[src/rtl/sbox_share_compress.sv]
// Masked PRINCE S-box share compression: a glitch-barrier register for all domain
// products, then an XOR fold of the selected s/t terms into two output shares.
module sbox_share_compress #(
    parameter int unsigned SPLIT_BIT = 3
) (
    input  logic        clk,
    input  logic        rst,
    input  logic        in_valid,
    input  logic        in_sel,
    input  logic        in_last,
    input  logic [63:0] dom_s,
    input  logic [63:0] dom_t,
    output logic [3:0]  out_share0,
    output logic [3:0]  out_share1,
    output logic        out_valid,
    output logic        out_last
);

    logic        valid1_q, valid1_d;
    logic        sel_q, sel_d;
    logic        last1_q, last1_d;
    logic [63:0] s_q, s_d;
    logic [63:0] t_q, t_d;

    logic [3:0]  share0_q, share0_d;
    logic [3:0]  share1_q, share1_d;
    logic        out_valid_q, out_valid_d;
    logic        out_last_q, out_last_d;

    logic [63:0] term;

    // Stage 1 is a pure clock-enabled capture so no glitchy logic precedes the barrier.
    always_comb begin
        valid1_d = in_valid;
        sel_d    = sel_q;
        last1_d  = last1_q;
        s_d      = s_q;
        t_d      = t_q;
        if (in_valid) begin
            sel_d   = in_sel;
            last1_d = in_last;
            s_d     = dom_s;
            t_d     = dom_t;
        end
    end

    always_comb begin
        term        = sel_q ? t_q : s_q;
        out_valid_d = valid1_q;
        share0_d    = share0_q;
        share1_d    = share1_q;
        out_last_d  = out_last_q;
        if (valid1_q) begin
            share0_d   = '0;
            share1_d   = '0;
            out_last_d = last1_q;
            for (int unsigned d = 0; d < 16; d++) begin
                if (d[SPLIT_BIT])
                    share1_d = share1_d ^ term[4*d +: 4];
                else
                    share0_d = share0_d ^ term[4*d +: 4];
            end
        end
    end

    always_ff @(posedge clk or posedge rst) begin
        if (rst) begin
            valid1_q    <= 1'b0;
            sel_q       <= 1'b0;
            last1_q     <= 1'b0;
            s_q         <= '0;
            t_q         <= '0;
            share0_q    <= '0;
            share1_q    <= '0;
            out_valid_q <= 1'b0;
            out_last_q  <= 1'b0;
        end else begin
            valid1_q    <= valid1_d;
            sel_q       <= sel_d;
            last1_q     <= last1_d;
            s_q         <= s_d;
            t_q         <= t_d;
            share0_q    <= share0_d;
            share1_q    <= share1_d;
            out_valid_q <= out_valid_d;
            out_last_q  <= out_last_d;
        end
    end

    assign out_share0 = share0_q;
    assign out_share1 = share1_q;
    assign out_valid  = out_valid_q;
    assign out_last   = out_last_q;

endmodule

[config.mk]
export PLATFORM = sky130hd
export DESIGN_NAME = sbox_share_compress
export DESIGN_NICKNAME = d
export VERILOG_FILES = /design/src/rtl/sbox_share_compress.sv
export SDC_FILE = /design/constraint.sdc
export NUM_CORES = 1
export LEC_CHECK = 0
export CELL_PAD_IN_SITES_DETAIL_PLACEMENT = 1
export CELL_PAD_IN_SITES_GLOBAL_PLACEMENT = 1
export CORE_MARGIN = 5
export CORE_UTILIZATION = 30
export CTS_BUF_LIST = sky130_fd_sc_hd__clkbuf_16
export CTS_CLUSTER_SIZE = 30
export DETAILED_ROUTE_END_ITERATION = 12
export PLACE_DENSITY = 0.64
export SETUP_SLACK_MARGIN = 0.15
export SYNTH_ARGS = -nofsm -noshare
export SYNTH_HDL_FRONTEND = slang
export SYNTH_SLANG_ARGS = --single-unit
[constraint.sdc]
create_clock -name clk -period 6.94 [get_ports clk]
set_clock_uncertainty 0.2 [all_clocks]
set_input_delay 1.388 -clock clk [delete_from_list [all_inputs] [get_ports clk]]
set_output_delay 1.388 -clock clk [all_outputs]
set_load 0.03 [all_outputs]
==> flow_summary.yaml <==
status:
  outcome: "complete, no violations"
final_layout:
  multi_input_area_mm2: 0.002674
  n_antenna_cell: 0
  final_cells: 859
  num-fill-cells: 2181
  regArea_mm2: 0.003530
  nets: 705
  syn_to_final_growth_pct: 35.69
  layout-drive-gt1-share_pct: 28.94
  final_core_util_pct: 41.11
clocking:
  cts_buffers: 17
  clock_latency_ps: 410
  hold_buffers: 0
  cts_buffer_depth: 2
  cts.sinks: 141
  htreeDepth: 4
  cts_resized: 0
  root_buffer: "clkbuf_16"
  cts_tree: "built"
  post-cts-setup-buffers: 0
  clk_pin_slew_ps: 60
logic_synthesis:
  ys_warn_count: 0
  syn_area_mm2: 0.006349
  synth_fa_ha_area_share_pct: 0
  synth_nets: 562
  synth_simple_gate_area_share_pct: 0.4730
  syn_area_per_cell_um2: 14.80
  synth_cell_type_count: 14
  synth.ff_latch_count: 141
  synth_area_leaders: "dfrtp_1 56%, mux2_2 23%, xor2_1 8.1%"
  muxShareOfSynthArea_pct: 28.28
  yosysSeqAreaShare_pct: 55.58
  synth_largest_area_cell: "dfrtp_1"
  synth-compound-area-share_pct: 0.6307
  synth_top_area_share_pct: 55.58
  yosys.area_share.xor_xnor_pct: 12.73
  syn_inst: 429
  synth_top_family_by_area: "multiplexers"
timing:
  tns_ps: 0
  slew_viol_final: 0
  setup-violations-final: 0
  setup_ws_ps: 3736
  final_min_period_over_clock_period_pct: 46.17
  finalCriticalPeriod_ps: 3204
  tightest_slew_ps: 1103
  fmax_ghz: 0.3121
  hold_viol_final: 0
  max_slew_margin_pct: 26.45
  rsz0062_at_grt: "no"
setup_path:
  cp_max_fo: 71
  cp.arrival_ps: 3290
  rr_startpoint: "sel_q"
  crit_type: "in2reg"
  crit_chain: "buf_4, buf_4, mux2_2"
  rrSetupSlack_ps: 4660
  critPathMaxStageDelay_ps: 800
  cp_slowest_cell: "buf_4"
  crit_top_cell: "buf_4"
  rr_endpoint: "out_share0[2]"
  start_kind: "primary input"
  r2r_cells: 4
  critPathCaptureType: "flip-flop"
  crit_required_ps: 7030
die:
  die_area_mm2: 0.02417
  start_util_pct: 30.30
  die_x_um: 155.5
  pin_count: 143
  die_h_um: 155.5
  rows: 53
  core_area_mm2: 0.02096
routing:
  drt_first_pass_iters: 4
  routedWlPerCell_um: 17.37
  num_vias: 3776
  drc: 0
  drt_iter0_markers: 118
  drt-vias-per-instance: 4.396
  finalWirelength_mm: 14.92
  ant_nets: 0
power:
  p_sw_uw: 649.8
  comb_power_share_pct: 20.9
  leakage_nw: 3.585
  seq_power_share_pct: 40.2
  swShare_pct: 25.99
  powerDensity_mw_per_mm2: 290.2
  p_int_mw: 1.850
  clkPwrFrac_pct: 38.8
  ir_worst_vdd_mv: 0.1667
placed_design:
  post-place-cells: 828
  io_buffer_count: 142
  dp_hpwl_mm: 10.68
  gp_congestion: 0.8086
  pre_cts_slack_ps: 3285
global_route:
  grt_max_degree: 93
  overflow: 0
  grt_usage_pct: 13.02
  grt_pass1_wl_mm: 24.33
  antenna_found_initial: 0
  grt_pass1_vias: 4480
hold_path:
  hp-class: "reg2reg"
  whs_endpoint: "last1_q"
  holdPathStages: 1
  hp-start: "last1_q"
run:
  max-cap-violations: 0
[state kept, by name, summed over array words and instances, names as in the netlist]
register / cells
out_valid: 1
t_q: 64
s_q: 64
out_last: 1
last1_q: 1
out_share0: 4
sel_q: 1
out_valid_d: 1
out_share1: 4
[cell usage after synthesis]
cell type  count
dfrtp_1      141
mux2_2       131
xor2_1        59
mux2i_1       32
xnor2_1       24
buf_2         13
a21oi_1        8
nor2_1         8
xor2_2         5
clkbuf_1       3
buf_12         2
buf_6          1
buf_8          1
inv_1          1
[logic make-up after synthesis]
| group | count (synthesis) |
|---|---|
| AND/OR/NAND/NOR | 8 |
| buffers and inverters | 21 |
| AO/OA/AOI/OAI | 8 |
| XOR/XNOR | 88 |
| flip-flops | 141 |
| multiplexers | 163 |
[worst max-delay path by stage]
| stage | start | endpoint |
|---|---|---|
| after floorplan | rst | last1_q |
| after global placement | in_valid | sel_q |
| after detailed placement | in_valid | s_q[54] |
| after CTS | in_valid | s_q[54] |
| after global routing | in_valid | sel_q |
| final | in_valid | sel_q |
[power by group through the flow]
stage	sequential, mW	combinational (mW)	clock [mW]
3_5_place_dp	1.02	0.536	0
3_3_place_gp	1.02	0.527	0
5_1_grt	1.02	0.570	1.05
4_1_cts	1.01	0.540	1.00
2_1_floorplan	1.04	0.308	0
6_report	1.01	0.523	0.971
[per-stage QoR]
stage                     hold WS [ps]  total power, mW  area, µm²
after floorplan                  151.9            1.348       6349
after global placement           290.3            1.544       7990
after detailed placement         296.3            1.561       7990
after CTS                        309.6            2.553       8615
after global routing             342.6            2.635       8615
final                            308.2            2.500       8615
[cell type report]
cell class                 instances  share of cell area (%)
sequential                       141                   40.97
multi-input combinational        267                   31.04
timing repair buffer             144                   16.64
clock buffer                      17                   4.938
tap                              275                   3.994
clock inverter                    14                   2.309
inverter                           1                  0.1017
[worst max-delay path, delay by kind of cell]
family	cells	cell delay, ps
buf+inv	2	1380
mux	1	420
[layout by cell type, fill, tap and decap left out, drive strengths merged]
cell type	count
xnor2	24
clkinv	8
dfrtp	141
clkdlybuf4s50	141
buf	3
mux2i	32
bufinv	5
clkbuf	17
a21oi	8
xor2	64
nor2	8
inv	2
mux2	131
[routing by layer]
| metal | GRT usage [%] | up-vias | wire length [µm] |
|---|---|---|---|
| li1 | - | 1744 | - |
| met1 | 16.75 | 1916 | 6582 |
| met2 | 21.20 | 97 | 7279 |
| met3 | 3.616 | 19 | 835 |
| met5 | 0 | - | 0 |
| met4 | 4.377 | 0 | 227 |
No activity file was read; power rests on OpenSTA's default activity.
